`config.mk`:
```
export PLATFORM = sky130hd
export DESIGN_NAME = simple_fsm
export DESIGN_NICKNAME = d
export VERILOG_FILES = /design/src/rtl/simple_fsm.sv
export SDC_FILE = /design/constraint.sdc
export NUM_CORES = 1
export LEC_CHECK = 0
export CAP_MARGIN = 0
export CORE_MARGIN = 2
export CORE_UTILIZATION = 25
export DETAILED_ROUTE_END_ITERATION = 16
export PLACE_DENSITY = 0.49
export REMOVE_ABC_BUFFERS = 1
export SETUP_SLACK_MARGIN = 0.02
export SYNTH_ARGS = -nofsm -noshare
export SYNTH_HDL_FRONTEND = slang
export SYNTH_SLANG_ARGS = --single-unit
```
`constraint.sdc`:
```
create_clock -name clk -period 7.7 [get_ports clk]
set_clock_uncertainty 0.1 [all_clocks]
set_input_delay 1.54 -clock clk [delete_from_list [all_inputs] [get_ports clk]]
set_output_delay 1.54 -clock clk [all_outputs]
set_load 0.05 [all_outputs]
```
`src/rtl/simple_fsm.sv`:
```
// simple_fsm: small loop buffer. A short backward branch seen while idle arms a
// capture of the loop body (target .. branch). Once the closing branch is
// captured, the buffer replays the body and stalls upstream fetch. A mispredict
// during replay ends the loop and redirects fetch to the instruction after the
// branch.
//
// Output qualification: flush is a one-cycle valid strobe for new_pc. new_pc
// is meaningful only while flush=1 and reads 0 otherwise. No ready is involved,
// because the consumer must act on the flush in the same cycle.
module simple_fsm #(
  parameter int DEPTH = 8
) (
  input  logic        clk,
  input  logic        reset,
  input  logic [31:0] curr_PC,
  input  logic [31:0] instruction,
  input  logic [31:0] immediate,
  input  logic        mispredict,
  output logic        block_signal,
  output logic        flush,
  output logic [31:0] new_pc,
  output logic [31:0] out_instruction,
  output logic [1:0]  dbg_state_o
);

  localparam int IW = (DEPTH > 1) ? $clog2(DEPTH) : 1;

  typedef enum logic [1:0] {
    IDLE   = 2'd0,
    RECORD = 2'd1,
    REPLAY = 2'd2
  } state_e;

  state_e          state_q, state_d;
  logic            flush_q, flush_d;
  logic [31:0]     new_pc_q, new_pc_d;
  logic [31:0]     tgt_q, tgt_d;
  logic [IW-1:0]   last_q, last_d;   // len-1: index of the closing branch
  logic [IW-1:0]   idx_q, idx_d;
  logic [IW-1:0]   ridx_q, ridx_d;
  logic            wr_en;

  logic [31:0]     instr_buf [DEPTH];
  logic [31:0]     pc_buf    [DEPTH];

  logic [31:0]     neg_imm;
  logic [31:0]     rec_pc;
  logic            is_bwd;

  // A branch qualifies only if its offset fits the buffer (len <= DEPTH).
  assign neg_imm = 32'd0 - immediate;
  assign is_bwd  = (instruction[6:0] == 7'b1100011) && immediate[31] &&
                   (neg_imm >= 32'd1) && (neg_imm <= 32'(DEPTH - 1));
  // PC expected for the entry being captured: tgt + 4*idx.
  assign rec_pc  = tgt_q + {{(30-IW){1'b0}}, idx_q, 2'b00};

  // Next-state logic. Mispredict outranks branch detection and capture.
  always_comb begin
    state_d  = state_q;
    flush_d  = 1'b0;
    new_pc_d = 32'd0;
    tgt_d    = tgt_q;
    last_d   = last_q;
    idx_d    = idx_q;
    ridx_d   = ridx_q;
    wr_en    = 1'b0;
    case (state_q)
      IDLE: begin
        if (!mispredict && is_bwd) begin
          state_d = RECORD;
          tgt_d   = curr_PC + {immediate[29:0], 2'b00};
          last_d  = neg_imm[IW-1:0];
          idx_d   = '0;
        end
      end
      RECORD: begin
        if (mispredict || (curr_PC != rec_pc)) begin
          state_d = IDLE;
        end else if (idx_q == last_q) begin
          // PC matched at the last index, so this is the branch PC itself.
          if (is_bwd) begin
            wr_en   = 1'b1;
            state_d = REPLAY;
            ridx_d  = '0;
          end else begin
            state_d = IDLE;
          end
        end else begin
          wr_en = 1'b1;
          idx_d = idx_q + 1'b1;
        end
      end
      REPLAY: begin
        if (mispredict) begin
          state_d  = IDLE;
          flush_d  = 1'b1;
          // The last entry holds the branch PC, so the buffer supplies the
          // fall-through address.
          new_pc_d = pc_buf[last_q] + 32'd4;
        end else begin
          ridx_d = (ridx_q == last_q) ? '0 : ridx_q + 1'b1;
        end
      end
      default: state_d = IDLE;
    endcase
  end

  // Control registers, cleared asynchronously so reset abandons any loop.
  always_ff @(posedge clk or negedge reset) begin
    if (!reset) begin
      state_q  <= IDLE;
      flush_q  <= 1'b0;
      new_pc_q <= 32'd0;
      tgt_q    <= 32'd0;
      last_q   <= '0;
      idx_q    <= '0;
      ridx_q   <= '0;
    end else begin
      state_q  <= state_d;
      flush_q  <= flush_d;
      new_pc_q <= new_pc_d;
      tgt_q    <= tgt_d;
      last_q   <= last_d;
      idx_q    <= idx_d;
      ridx_q   <= ridx_d;
    end
  end

  // Loop storage. Each entry holds {instruction, PC}, and the contents need no reset.
  always_ff @(posedge clk) begin
    if (wr_en) begin
      instr_buf[idx_q] <= instruction;
      pc_buf[idx_q]    <= curr_PC;
    end
  end

  assign block_signal    = (state_q == REPLAY);
  assign out_instruction = block_signal ? instr_buf[ridx_q] : instruction;
  assign flush           = flush_q;
  assign new_pc          = new_pc_q;
  assign dbg_state_o     = state_q;

endmodule

```
==> run metrics <==
warnings from Yosys 0; Core Area about 100,000 µm²; Pins Over Slew Limit 0; Layout Area Growth over Synthesis 20.27%; vias in the first global route ~16,000; crit path buf inv count 3; Worst Setup EP instr_buf[1][12]$_DFFE_PP_; # diodes 0; Logic pwr share 0.073; Clock Power Share 0.398; Routed WL 71,440 µm; Die W 328.8 µm; setup bufs post-CTS 0; fin nets just under 2,000; CTS Buffer Depth 3; main flop type after synthesis edfxtp_1; Die H 328.8 µm; CP peak stage delay 0.81 ns; Post-synth EDFFs 512; Power Density roughly 210 nW/µm²; Reg-to-Reg End instr_buf[1][12]$_DFFE_PP_; Hold Buf Count CTS 0; All-Layer GR Usage 0.1312; CTS buffer count 60; sequential power share 0.529; minimum clock period just under 6 ns; share of layout cells above drive strength 1 0.1571; CTS root buf clkbuf_16; Worst path most repeated cell or4_4; Final Wtd Congestion 0.8436; CP top delay family simple AND/OR/NAND/NOR gates; Worst Hold Class reg2reg; Distinct cells, synth 83; first-pass GRT wire length around 110,000 µm; per-cell routed wire length 21.77 µm; die area about 110,000 µm²; Slowest-stage cell, CP nor3_4; Crit path depth 13; Post-Syn Area 26,370 µm²; Yosys top cell area share 0.5830; Pint ~5.1 mW; xor/xnor share of the synthesized area 0.03155; # DRC 0; critical path peak fanout 17; post-CTS sizing 0; top-count cell post-synth edfxtp_1; area leader, netlist edfxtp_1; Site Rows roughly 120; routed vias about 15,000; Psw 1.477 mW; mux cell area share after synthesis 0.1404; largest family of logic cells by synthesized area multiplexers; Crit Path Class in2reg; critical path startpoint category input port; DRT iter0 DRCs approximately 1,400; CTS H-Tree Depth 2; vias per cell between 4 and 5; worst skew pair latency about 0.63 ns; Area contributors post-synth edfxtp_1, mux4_2, dfrtp_1, mux2i_1, ha_1; compound-cell area share of the yosys netlist 0.05214; Data arrival, critical path just over 6 ns; ys async rst share 0.1293; fmax 167.5 MHz; Synth Register Bits 588; Mapped Avg Cell Area roughly 16 µm²; CTS tree done; 1st-pass router iterations 6; top post-synthesis cells by count edfxtp_1, mux4_2, nand2_1; Tcrit/Tclk final 0.7753; Setup TNS 0 ns; hpwl dp between 40,000 and 50,000 µm; reg2reg start idx_q[0]$_DFFE_PN0P_; Synth Area in Simple Gates 0.08635; CP Cell Sequence clkdlybuf4s50_1 > inv_1 > ha_1 > or4b_4 > or2_1 > or3_1 > or4_4 > a21o_1 > or4_4 > nand2_4 > nand3_4 > nor3_4 > buf_12; CP required roughly 7.9 ns; switching share of power 0.2242; Mapped Cells 1,653; Starting Density 0.2512; Power, Total 6.584 mW; Worst Reg2Reg Path Length in Cells 12; reg-to-reg slack, setup 2.41 ns; max_cap viols 0; final setup fails 0; status finished clean; element type at the critical path end register; RSZ-0062 raised after global routing no; clock slew seen by the registers of the worst setup and hold paths 0.06 ns; largest net degree at the start of global routing between 60 and 70; gr ovfl total 0; maximum VDD drop 0.2106 mV; final hold viol count 0; sequential share of the synthesized area 0.6552; P_leak 10.36 nW; clk sinks around 600; Worst-Margin Slew between 1 and 1.5 ns; IO Port Bufs 166; initial antenna violation count 5; Crit. Startpoint immediate[1]; Synth Area in Adders 0.01907; Slew headroom 0.2420; antenna viol nets, final 0; IO Count between 150 and 200
[kinds of logic (layout without fill, tap and decap cells)]
logic type | after synthesis | after routing
simple gates | 418 | 418
compound gates | 212 | 212
xor+xnor | 95 | 95
mux | 208 | 208
buf+inv | 93 | 331
flops | 588 | 588
fa+ha+maj | 39 | 39
[worst min-delay path by stage]
stage | from | slack, ns | cells past startpoint | endpoint
2_1_floorplan | tgt_q[2]$_DFFE_PN0P_ | 0.35 | 2 | tgt_q[2]$_DFFE_PN0P_
3_3_place_gp | tgt_q[2]$_DFFE_PN0P_ | 0.36 | 2 | tgt_q[2]$_DFFE_PN0P_
3_5_place_dp | tgt_q[2]$_DFFE_PN0P_ | 0.38 | 2 | tgt_q[2]$_DFFE_PN0P_
4_1_cts | tgt_q[2]$_DFFE_PN0P_ | 0.39 | 2 | tgt_q[2]$_DFFE_PN0P_
5_1_grt | tgt_q[2]$_DFFE_PN0P_ | 0.43 | 2 | tgt_q[2]$_DFFE_PN0P_
6_report | tgt_q[2]$_DFFE_PN0P_ | 0.39 | 2 | tgt_q[2]$_DFFE_PN0P_
[state kept, by name (all words and copies together), names as in the netlist]
name         flops
ridx_q           3
idx_q            3
flush            1
last_q           3
instr_buf      256
new_pc          32
tgt_q           32
pc_buf         256
dbg_state_o      2
[final cells by class]
type,count,area [µm²]
clock buffer,80,1587
timing repair buffer,201,2097
clock inverter,27,160.2
sequential,588,17290
inverter,23,86.33
tap,1391,1740
fill,10350,73250
multi-input combinational,972,8757
[worst register-to-register path, stage by stage (launching register included)]
cell	delay, ns
dfrtp_1	0.52
ha_1	0.29
fa_1	0.44
a21oi_1	0.69
a2111oi_0	0.18
nor3b_1	0.24
o211ai_1	0.15
or4b_1	0.51
nor4_2	0.30
and3_1	0.32
nand3_4	0.17
nor3_4	0.81
buf_12	0.27
[routing by layer]
layer  part of all wire  GRT usage  routed length (µm)
met4              0.019    0.02938                1329
met5            0.00020          0                  14
met2               0.50     0.2252               35420
met3              0.046    0.02165                3262
met1               0.44     0.1732               31420
[layout by cell type, fill, tap and decap left out, types with 23 or more instances in the layout]
cell / n
nor3_1: 36
dfrtp_1: 70
o21ai_0: 61
nand2_1: 101
inv_1: 23
nand3_1: 35
a21oi_1: 33
ha_1: 37
nor4_1: 26
mux4_2: 128
nor2_1: 81
xor2_1: 43
clkdlybuf4s50_1: 165
mux2i_1: 64
edfxtp_1: 512
xnor2_1: 52
clkbuf_16: 60
[power by group through the flow]
stage / clock (mW) / combinational (mW) / sequential [mW]
after floorplan: 0 / 0.253 / 3.56
after global placement: 0 / 0.482 / 3.55
after detailed placement: 0 / 0.487 / 3.55
after CTS: 2.70 / 0.488 / 3.48
after global routing: 2.81 / 0.524 / 3.48
final: 2.62 / 0.480 / 3.48
[stage by stage]
| step | utilization | std cells | instance area [µm²] | hold WS [ns] | setup WS (ns) |
|---|---|---|---|---|---|
| after detailed placement | 0.2855 | 3175 | 29970 | 0.3780 | 1.084 |
| after floorplan | - | 1583 | 26050 | 0.3453 | 0.1666 |
| after global routing | 0.3022 | 3282 | 31720 | 0.4256 | 1.494 |
| after global placement | 0.2855 | 3175 | 29970 | 0.3641 | 1.078 |
| final | 0.3022 | 3282 | 31720 | 0.3863 | 1.730 |
| after CTS | 0.3022 | 3282 | 31720 | 0.3917 | 1.743 |
No activity file was read; power rests on OpenSTA's default activity.
